--- src/rtl/mem_access_unit_if.sv ---
// CPU request/response channel and data-memory port of the memory access unit.
`timescale 1ns/1ps
interface mem_access_unit_if;
  logic        cpu_req;
  logic        cpu_we;
  logic [1:0]  cpu_size;
  logic        cpu_sign;
  logic [31:0] cpu_addr;
  logic [31:0] cpu_wdata;
  logic [31:0] cpu_rdata;
  logic        cpu_done;
  logic        cpu_err;
  logic        busy;
  logic [31:0] mem_addr;
  logic [31:0] mem_wdata;
  logic        mem_write;
  logic [31:0] mem_rdata;

  // Unit side: takes CPU requests and memory read data, drives results and the memory port.
  modport slave (
    input  cpu_req, cpu_we, cpu_size, cpu_sign, cpu_addr, cpu_wdata, mem_rdata,
    output cpu_rdata, cpu_done, cpu_err, busy, mem_addr, mem_wdata, mem_write
  );

  // Environment side: CPU plus data memory.
  modport master (
    output cpu_req, cpu_we, cpu_size, cpu_sign, cpu_addr, cpu_wdata, mem_rdata,
    input  cpu_rdata, cpu_done, cpu_err, busy, mem_addr, mem_wdata, mem_write
  );
endinterface

--- src/rtl/mem_access_unit.sv ---
// Byte/half/word load-store unit in front of a word-wide data memory.
// Partial stores are done as read-modify-write of the containing word.
//
// state | meaning
// IDLE  | waiting for cpu_req; request fields are latched on accept
// RD    | mem_addr presented; load result or merged store word is captured
// WR    | one-cycle mem_write of the final word
// DONE  | cpu_done pulse with cpu_err for the finished transaction
`timescale 1ns/1ps
module mem_access_unit (
  input logic         clk,
  input logic         reset,
  mem_access_unit_if.slave bus
);
  typedef enum logic [1:0] {IDLE = 2'd0, RD = 2'd1, WR = 2'd2, DONE = 2'd3} state_t;

  state_t      state_q;
  logic        we_q, sign_q;
  logic [1:0]  size_q;
  logic [31:0] addr_q, wdata_q;
  logic [31:0] cpu_rdata_q, mem_addr_q, mem_wdata_q;
  logic        cpu_done_q, cpu_err_q, busy_q, mem_write_q;

  logic        req_err_d;
  logic [7:0]  lane_byte_d;
  logic [15:0] lane_half_d;
  logic [31:0] load_d, merge_d;

  assign bus.cpu_rdata = cpu_rdata_q;
  assign bus.cpu_done  = cpu_done_q;
  assign bus.cpu_err   = cpu_err_q;
  assign bus.busy      = busy_q;
  assign bus.mem_addr  = mem_addr_q;
  assign bus.mem_wdata = mem_wdata_q;
  assign bus.mem_write = mem_write_q;

  // Reserved size or a half/word address that is not naturally aligned.
  always_comb begin
    req_err_d = 1'b0;
    case (bus.cpu_size)
      2'b00:   req_err_d = 1'b0;
      2'b01:   req_err_d = bus.cpu_addr[0];
      2'b10:   req_err_d = |bus.cpu_addr[1:0];
      default: req_err_d = 1'b1;
    endcase
  end

  // Little-endian lane select and sign/zero extension of the load result.
  always_comb begin
    lane_byte_d = bus.mem_rdata[7:0];
    case (addr_q[1:0])
      2'b00: lane_byte_d = bus.mem_rdata[7:0];
      2'b01: lane_byte_d = bus.mem_rdata[15:8];
      2'b10: lane_byte_d = bus.mem_rdata[23:16];
      2'b11: lane_byte_d = bus.mem_rdata[31:24];
    endcase
    lane_half_d = addr_q[1] ? bus.mem_rdata[31:16] : bus.mem_rdata[15:0];
    case (size_q)
      2'b00:   load_d = {{24{sign_q & lane_byte_d[7]}}, lane_byte_d};
      2'b01:   load_d = {{16{sign_q & lane_half_d[15]}}, lane_half_d};
      default: load_d = bus.mem_rdata;
    endcase
  end

  // Read word with the addressed byte/half lane overwritten by the store data.
  always_comb begin
    merge_d = bus.mem_rdata;
    if (size_q == 2'b00) begin
      case (addr_q[1:0])
        2'b00: merge_d[7:0]   = wdata_q[7:0];
        2'b01: merge_d[15:8]  = wdata_q[7:0];
        2'b10: merge_d[23:16] = wdata_q[7:0];
        2'b11: merge_d[31:24] = wdata_q[7:0];
      endcase
    end else if (addr_q[1]) begin
      merge_d[31:16] = wdata_q[15:0];
    end else begin
      merge_d[15:0] = wdata_q[15:0];
    end
  end

  // Transaction FSM; every output is registered for the state being entered.
  always_ff @(posedge clk) begin
    if (reset) begin
      state_q     <= IDLE;
      we_q        <= 1'b0;
      sign_q      <= 1'b0;
      size_q      <= 2'b00;
      addr_q      <= 32'h0;
      wdata_q     <= 32'h0;
      cpu_rdata_q <= 32'h0;
      cpu_done_q  <= 1'b0;
      cpu_err_q   <= 1'b0;
      busy_q      <= 1'b0;
      mem_addr_q  <= 32'h0;
      mem_wdata_q <= 32'h0;
      mem_write_q <= 1'b0;
    end else begin
      cpu_done_q  <= 1'b0;
      cpu_err_q   <= 1'b0;
      mem_write_q <= 1'b0;
      mem_wdata_q <= 32'h0;
      mem_addr_q  <= 32'h0;
      case (state_q)
        IDLE: begin
          if (bus.cpu_req) begin
            we_q    <= bus.cpu_we;
            size_q  <= bus.cpu_size;
            sign_q  <= bus.cpu_sign;
            addr_q  <= bus.cpu_addr;
            wdata_q <= bus.cpu_wdata;
            busy_q  <= 1'b1;
            if (req_err_d) begin
              state_q    <= DONE;
              cpu_done_q <= 1'b1;
              cpu_err_q  <= 1'b1;
            end else if (bus.cpu_we && bus.cpu_size == 2'b10) begin
              state_q     <= WR;
              mem_write_q <= 1'b1;
              mem_wdata_q <= bus.cpu_wdata;
              mem_addr_q  <= {bus.cpu_addr[31:2], 2'b00};
            end else begin
              state_q    <= RD;
              mem_addr_q <= {bus.cpu_addr[31:2], 2'b00};
            end
          end
        end
        RD: begin
          if (we_q) begin
            state_q     <= WR;
            mem_write_q <= 1'b1;
            mem_wdata_q <= merge_d;
            mem_addr_q  <= {addr_q[31:2], 2'b00};
          end else begin
            state_q     <= DONE;
            cpu_rdata_q <= load_d;
            cpu_done_q  <= 1'b1;
          end
        end
        WR: begin
          state_q    <= DONE;
          cpu_done_q <= 1'b1;
        end
        DONE: begin
          state_q <= IDLE;
          busy_q  <= 1'b0;
        end
        default: state_q <= IDLE;
      endcase
    end
  end
endmodule
--- src/flat_wrapper.sv ---
// flat-port wrapper written by rule: the top's interface ports become plain ports
module mem_access_unit_flat 
  (clk, reset, bus_cpu_req, bus_cpu_we, bus_cpu_size, bus_cpu_sign, bus_cpu_addr, bus_cpu_wdata, bus_mem_rdata, bus_cpu_rdata, bus_cpu_done, bus_cpu_err, bus_busy, bus_mem_addr, bus_mem_wdata, bus_mem_write);
  mem_access_unit_if bus_i ();
  input logic clk;
  input logic reset;
  input wire logic [$bits(bus_i.cpu_req)-1:0] bus_cpu_req;
  input wire logic [$bits(bus_i.cpu_we)-1:0] bus_cpu_we;
  input wire logic [$bits(bus_i.cpu_size)-1:0] bus_cpu_size;
  input wire logic [$bits(bus_i.cpu_sign)-1:0] bus_cpu_sign;
  input wire logic [$bits(bus_i.cpu_addr)-1:0] bus_cpu_addr;
  input wire logic [$bits(bus_i.cpu_wdata)-1:0] bus_cpu_wdata;
  input wire logic [$bits(bus_i.mem_rdata)-1:0] bus_mem_rdata;
  output wire logic [$bits(bus_i.cpu_rdata)-1:0] bus_cpu_rdata;
  output wire logic [$bits(bus_i.cpu_done)-1:0] bus_cpu_done;
  output wire logic [$bits(bus_i.cpu_err)-1:0] bus_cpu_err;
  output wire logic [$bits(bus_i.busy)-1:0] bus_busy;
  output wire logic [$bits(bus_i.mem_addr)-1:0] bus_mem_addr;
  output wire logic [$bits(bus_i.mem_wdata)-1:0] bus_mem_wdata;
  output wire logic [$bits(bus_i.mem_write)-1:0] bus_mem_write;
  assign bus_i.cpu_req = bus_cpu_req;
  assign bus_i.cpu_we = bus_cpu_we;
  assign bus_i.cpu_size = bus_cpu_size;
  assign bus_i.cpu_sign = bus_cpu_sign;
  assign bus_i.cpu_addr = bus_cpu_addr;
  assign bus_i.cpu_wdata = bus_cpu_wdata;
  assign bus_i.mem_rdata = bus_mem_rdata;
  assign bus_cpu_rdata = bus_i.cpu_rdata;
  assign bus_cpu_done = bus_i.cpu_done;
  assign bus_cpu_err = bus_i.cpu_err;
  assign bus_busy = bus_i.busy;
  assign bus_mem_addr = bus_i.mem_addr;
  assign bus_mem_wdata = bus_i.mem_wdata;
  assign bus_mem_write = bus_i.mem_write;
  mem_access_unit u_core (.clk(clk), .reset(reset), .bus(bus_i));
endmodule
--- config.mk ---
export PLATFORM = sky130hd
export DESIGN_NAME = mem_access_unit_flat
export DESIGN_NICKNAME = d
export VERILOG_FILES = /design/src/rtl/mem_access_unit_if.sv /design/src/rtl/mem_access_unit.sv /design/src/flat_wrapper.sv
export SDC_FILE = /design/constraint.sdc
export NUM_CORES = 1
export LEC_CHECK = 0
export BUFFER_PORTS_ARGS = -buffer_cell sky130_fd_sc_hd__buf_2
export CAP_MARGIN = 0
export CORE_ASPECT_RATIO = 0.9
export CORE_MARGIN = 2
export CORE_UTILIZATION = 43
export DETAILED_ROUTE_END_ITERATION = 8
export GPL_ROUTABILITY_DRIVEN = 1
export GPL_TIMING_DRIVEN = 0
export PLACE_DENSITY = 0.7
export SYNTH_ARGS = -nofsm -noshare
export SYNTH_HDL_FRONTEND = slang
export SYNTH_SLANG_ARGS = --single-unit
--- constraint.sdc ---
create_clock -name clk -period 2.38 [get_ports clk]
set_input_delay 0.357 -clock clk [delete_from_list [all_inputs] [get_ports clk]]
set_output_delay 0.357 -clock clk [all_outputs]
set_load 0.005 [all_outputs]
==> results_dict.tcl <==
set metrics [dict create \
    critPathBufInv 3 \
    post_synth_num_cell_types 50 \
    row_count 41 \
    post_cts.repair.setup_buffers 0 \
    critical_path_launch_point_type "flip-flop" \
    synth-async-reset-ratio_pct 0 \
    setup.worst_path.end_class "flip-flop" \
    floorplan.initialDensity_pct 44.12 \
    cts_tree "yes" \
    timing.setup.critical_path_class "reg -> reg" \
    crit_chain "inv_1 -> ha_1 -> nand2_1 -> nor2_1 -> and3b_1 -> clkbuf_1 -> buf_2 -> o2bb2ai_1" \
    max_slew.worst_pin.slew_ps 693.3 \
    num_antenna_cells 0 \
    post-dp-hpwl_microns 14950 \
    fillCellCount 1340 \
    drt_drc_violations_left 0 \
    clkLatencyLatePin_ps 420 \
    die-area_sq_mm 0.01545 \
    grt_start_max_net_pins 17 \
    synth-xor-area-share_pct 0 \
    finalCritPeriodShare_pct 91.58 \
    layout.nets 1033 \
    synth.avg_cell_area_sq_um 8.815 \
    cts_hold_repair.buffers 0 \
    num_io_pins 203 \
    finalClockSkew_ps 6.305 \
    post-route-util_pct 56.83 \
    netlist.area_leader.share_pct 48.89 \
    cp.arrival_ps 2510 \
    layout_min_cycle_time_ps 2180 \
    syn-cell-area_sq_mm 0.006223 \
    yosysSeqAreaShare_pct 48.89 \
    cts_root_buf "sky130_fd_sc_hd__clkbuf_16" \
    yosys-top-cells-area "sky130_fd_sc_hd__dfxtp_1 (49%), sky130_fd_sc_hd__nand2_1 (8.1%), sky130_fd_sc_hd__a21oi_1 (5.0%), sky130_fd_sc_hd__nor2_1 (4.5%), sky130_fd_sc_hd__a32oi_1 (4.2%)" \
    vdd_ir_drop_max_mv 0.5965 \
    detail_route.wirelength_microns 20350 \
    antenna_left 0 \
    tritoncts.num_buffers 17 \
    synth-compound-area-share_pct 26.68 \
    edff_count_synth 0 \
    critical_path.slowest_cell "sky130_fd_sc_hd__dfxtp_1" \
    synth.largest_area_cell "sky130_fd_sc_hd__dfxtp_1" \
    timing.max_slew.rel_slack_pct 53.78 \
    cpLargestDelayFamily "simple AND/OR/NAND/NOR gates" \
    height_of_the_die_microns 118.1 \
    clock_sinks 152 \
    detail_route.first_pass.iterations 5 \
    post_route_cells_drive_above_1_share_pct 28.28 \
    muxShareOfSynthArea_pct 3.056 \
    mostFrequentLayoutCells "sky130_fd_sc_hd__buf_2 (208), sky130_fd_sc_hd__dfxtp_1 (152), sky130_fd_sc_hd__nand2_1 (134)" \
    final_weighted_congestion_in_routability_driven_placement 0.9279 \
    cp_max_fo 10 \
    post_cts_resized 0 \
    place.port_buffers 200 \
    h-tree-depth 4 \
    fmaxAchievable_mhz 458.8 \
    synthesis.instances 706 \
    clock_tree.buffer_depth 2 \
    avgRoutedWirePerCell_microns 18.01 \
    synth_simple_gate_area_share_pct 15.98 \
    timing.setup.tns_ps 0 \
    grt_pass1_wl_microns 31170 \
    power.static_leakage_uw 0.003414 \
    grt_pass1_vias 5853 \
    cts_clock_pin_slew_for_the_worst_setup_and_hold_paths_ps 60 \
    fp.coreArea_sq_mm 0.01411 \
    area_delta_synth_final_pct 28.83 \
    cellPowerDensity_mw_per_mm2 1057 \
    setup_viol_count_final 0 \
    layout.cells.most_common "sky130_fd_sc_hd__buf_2" \
    hold_path_class "in -> reg" \
    global_route.usage.total_pct 26.15 \
    final_max_slew_viol_count 0 \
    critical_path.max_stage_delay_ps 340 \
    rsz0062_at_grt "no" \
    die-width_microns 130.8 \
    synth_ff_type "sky130_fd_sc_hd__dfxtp_1" \
    hold_violation_total_from_the_final_report 0 \
    grt_antenna_before_repair 1 \
    globalRoute.totalOverflow 0 \
    synth_adder_area_share_pct 0.8042 \
    max_cap_viol_count 0 \
    data_required_critical_path_ps 2710 \
    synth_top_family_by_area "compound AO/OA/AOI/OAI gates" \
    detail_route.iter0.violations 446 \
    via_count 6188 \
    post_drt_via_cell_ratio 5.476 \
    ys_seq_elements 152 \
    ys_warn_count 0 \
    outcome "finished, final reports clean" \
]
==> kinds of logic after synthesis <==
family / Yosys count
and+or+nand+nor: 240
other: 1
adders and majority gates: 4
AOI/OAI and AO/OA: 225
buffers and inverters: 65
muxes: 19
DFF: 152
==> worst paths after layout <==
kind	depth (start not counted)	slack, ps	endpoint	startpoint
worst max-delay path	8	200	u_core.bus.mem_wdata[6]$_SDFF_PP0_	u_core.state_q[0]$_SDFFE_PP0P_
worst min-delay path	2	140	u_core.bus.mem_wdata[16]$_SDFF_PP0_	bus_cpu_wdata[16]
worst max register to register	8	200	u_core.bus.mem_wdata[6]$_SDFF_PP0_	u_core.state_q[0]$_SDFFE_PP0P_
worst min register to register	2	450	u_core.bus.cpu_rdata[3]$_SDFFE_PP0P_	u_core.bus.cpu_rdata[3]$_SDFFE_PP0P_
==> cell type report <==
| class | count | area (sq um) | share of cell area [%] |
|---|---|---|---|
| Timing Repair Buffer | 200 | 1001 | 12.48 |
| Sequential cell | 152 | 3043 | 37.95 |
| Tap cell | 193 | 241.5 | 3.012 |
| Inverter | 6 | 22.52 | 0.2809 |
| Clock buffer | 22 | 474.2 | 5.914 |
| Multi-Input combinational cell | 490 | 2903 | 36.20 |
| Clock inverter | 8 | 73.82 | 0.9207 |
| Buffer | 59 | 259.0 | 3.230 |
==> per-layer routing <==
layer	up-vias	share of wire (%)	global-route usage [%]
li1	2952	-	-
met1	2880	42	34.48
met2	306	45	40.92
met3	50	10	7.651
met4	0	2.7	8.710
met5	-	0	0
==> synth_stat cells, types with 10 or more instances <==
cell	n
sky130_fd_sc_hd__a211oi_1	16
sky130_fd_sc_hd__a211oi_2	10
sky130_fd_sc_hd__a21oi_1	62
sky130_fd_sc_hd__a32oi_1	30
sky130_fd_sc_hd__clkbuf_1	43
sky130_fd_sc_hd__dfxtp_1	152
sky130_fd_sc_hd__mux2i_1	19
sky130_fd_sc_hd__nand2_1	134
sky130_fd_sc_hd__nand2b_1	11
sky130_fd_sc_hd__nor2_1	74
sky130_fd_sc_hd__o21ai_0	25
sky130_fd_sc_hd__o2bb2ai_1	24
==> sequential cells by signal, summed over array words and instances, names as in the netlist <==
| signal | cells |
|---|---|
| u_core.wdata_q | 16 |
| u_core.bus.cpu_done | 1 |
| u_core.we_q | 1 |
| u_core.bus.cpu_rdata | 32 |
| u_core.bus.cpu_err | 1 |
| u_core.sign_q | 1 |
| u_core.state_q | 2 |
| u_core.bus.mem_wdata | 32 |
| u_core.bus.mem_addr | 30 |
| u_core.size_q | 2 |
| u_core.addr_q | 32 |
| u_core.bus.mem_write | 1 |
| u_core.bus.busy | 1 |
==> where the power goes <==
| group | leakage, uW | switching (uW) | internal (uW) |
|---|---|---|---|
| sequential | 0.00124 | 265 | 3020 |
| combinational | 0.00191 | 1640 | 1010 |
| clock | 0.000268 | 1040 | 1500 |
==> metrics by stage <==
step / std cells / hold WS [ps] / power [uW] / setup WS [ps] / area (sq um)
6_report: 1130 / 136.9 / 8477 / 200.4 / 8018
4_1_cts: 1130 / 130.1 / 8489 / 206.9 / 8018
5_1_grt: 1130 / 135.2 / 8970 / 43.84 / 8018
3_3_place_gp: 1100 / 441.4 / 5924 / 245.7 / 7470
3_5_place_dp: 1100 / 440.0 / 5963 / 229.9 / 7470
2_1_floorplan: 707 / 436.0 / 4998 / 669.1 / 6227
Power figures use the tool's default switching activity.
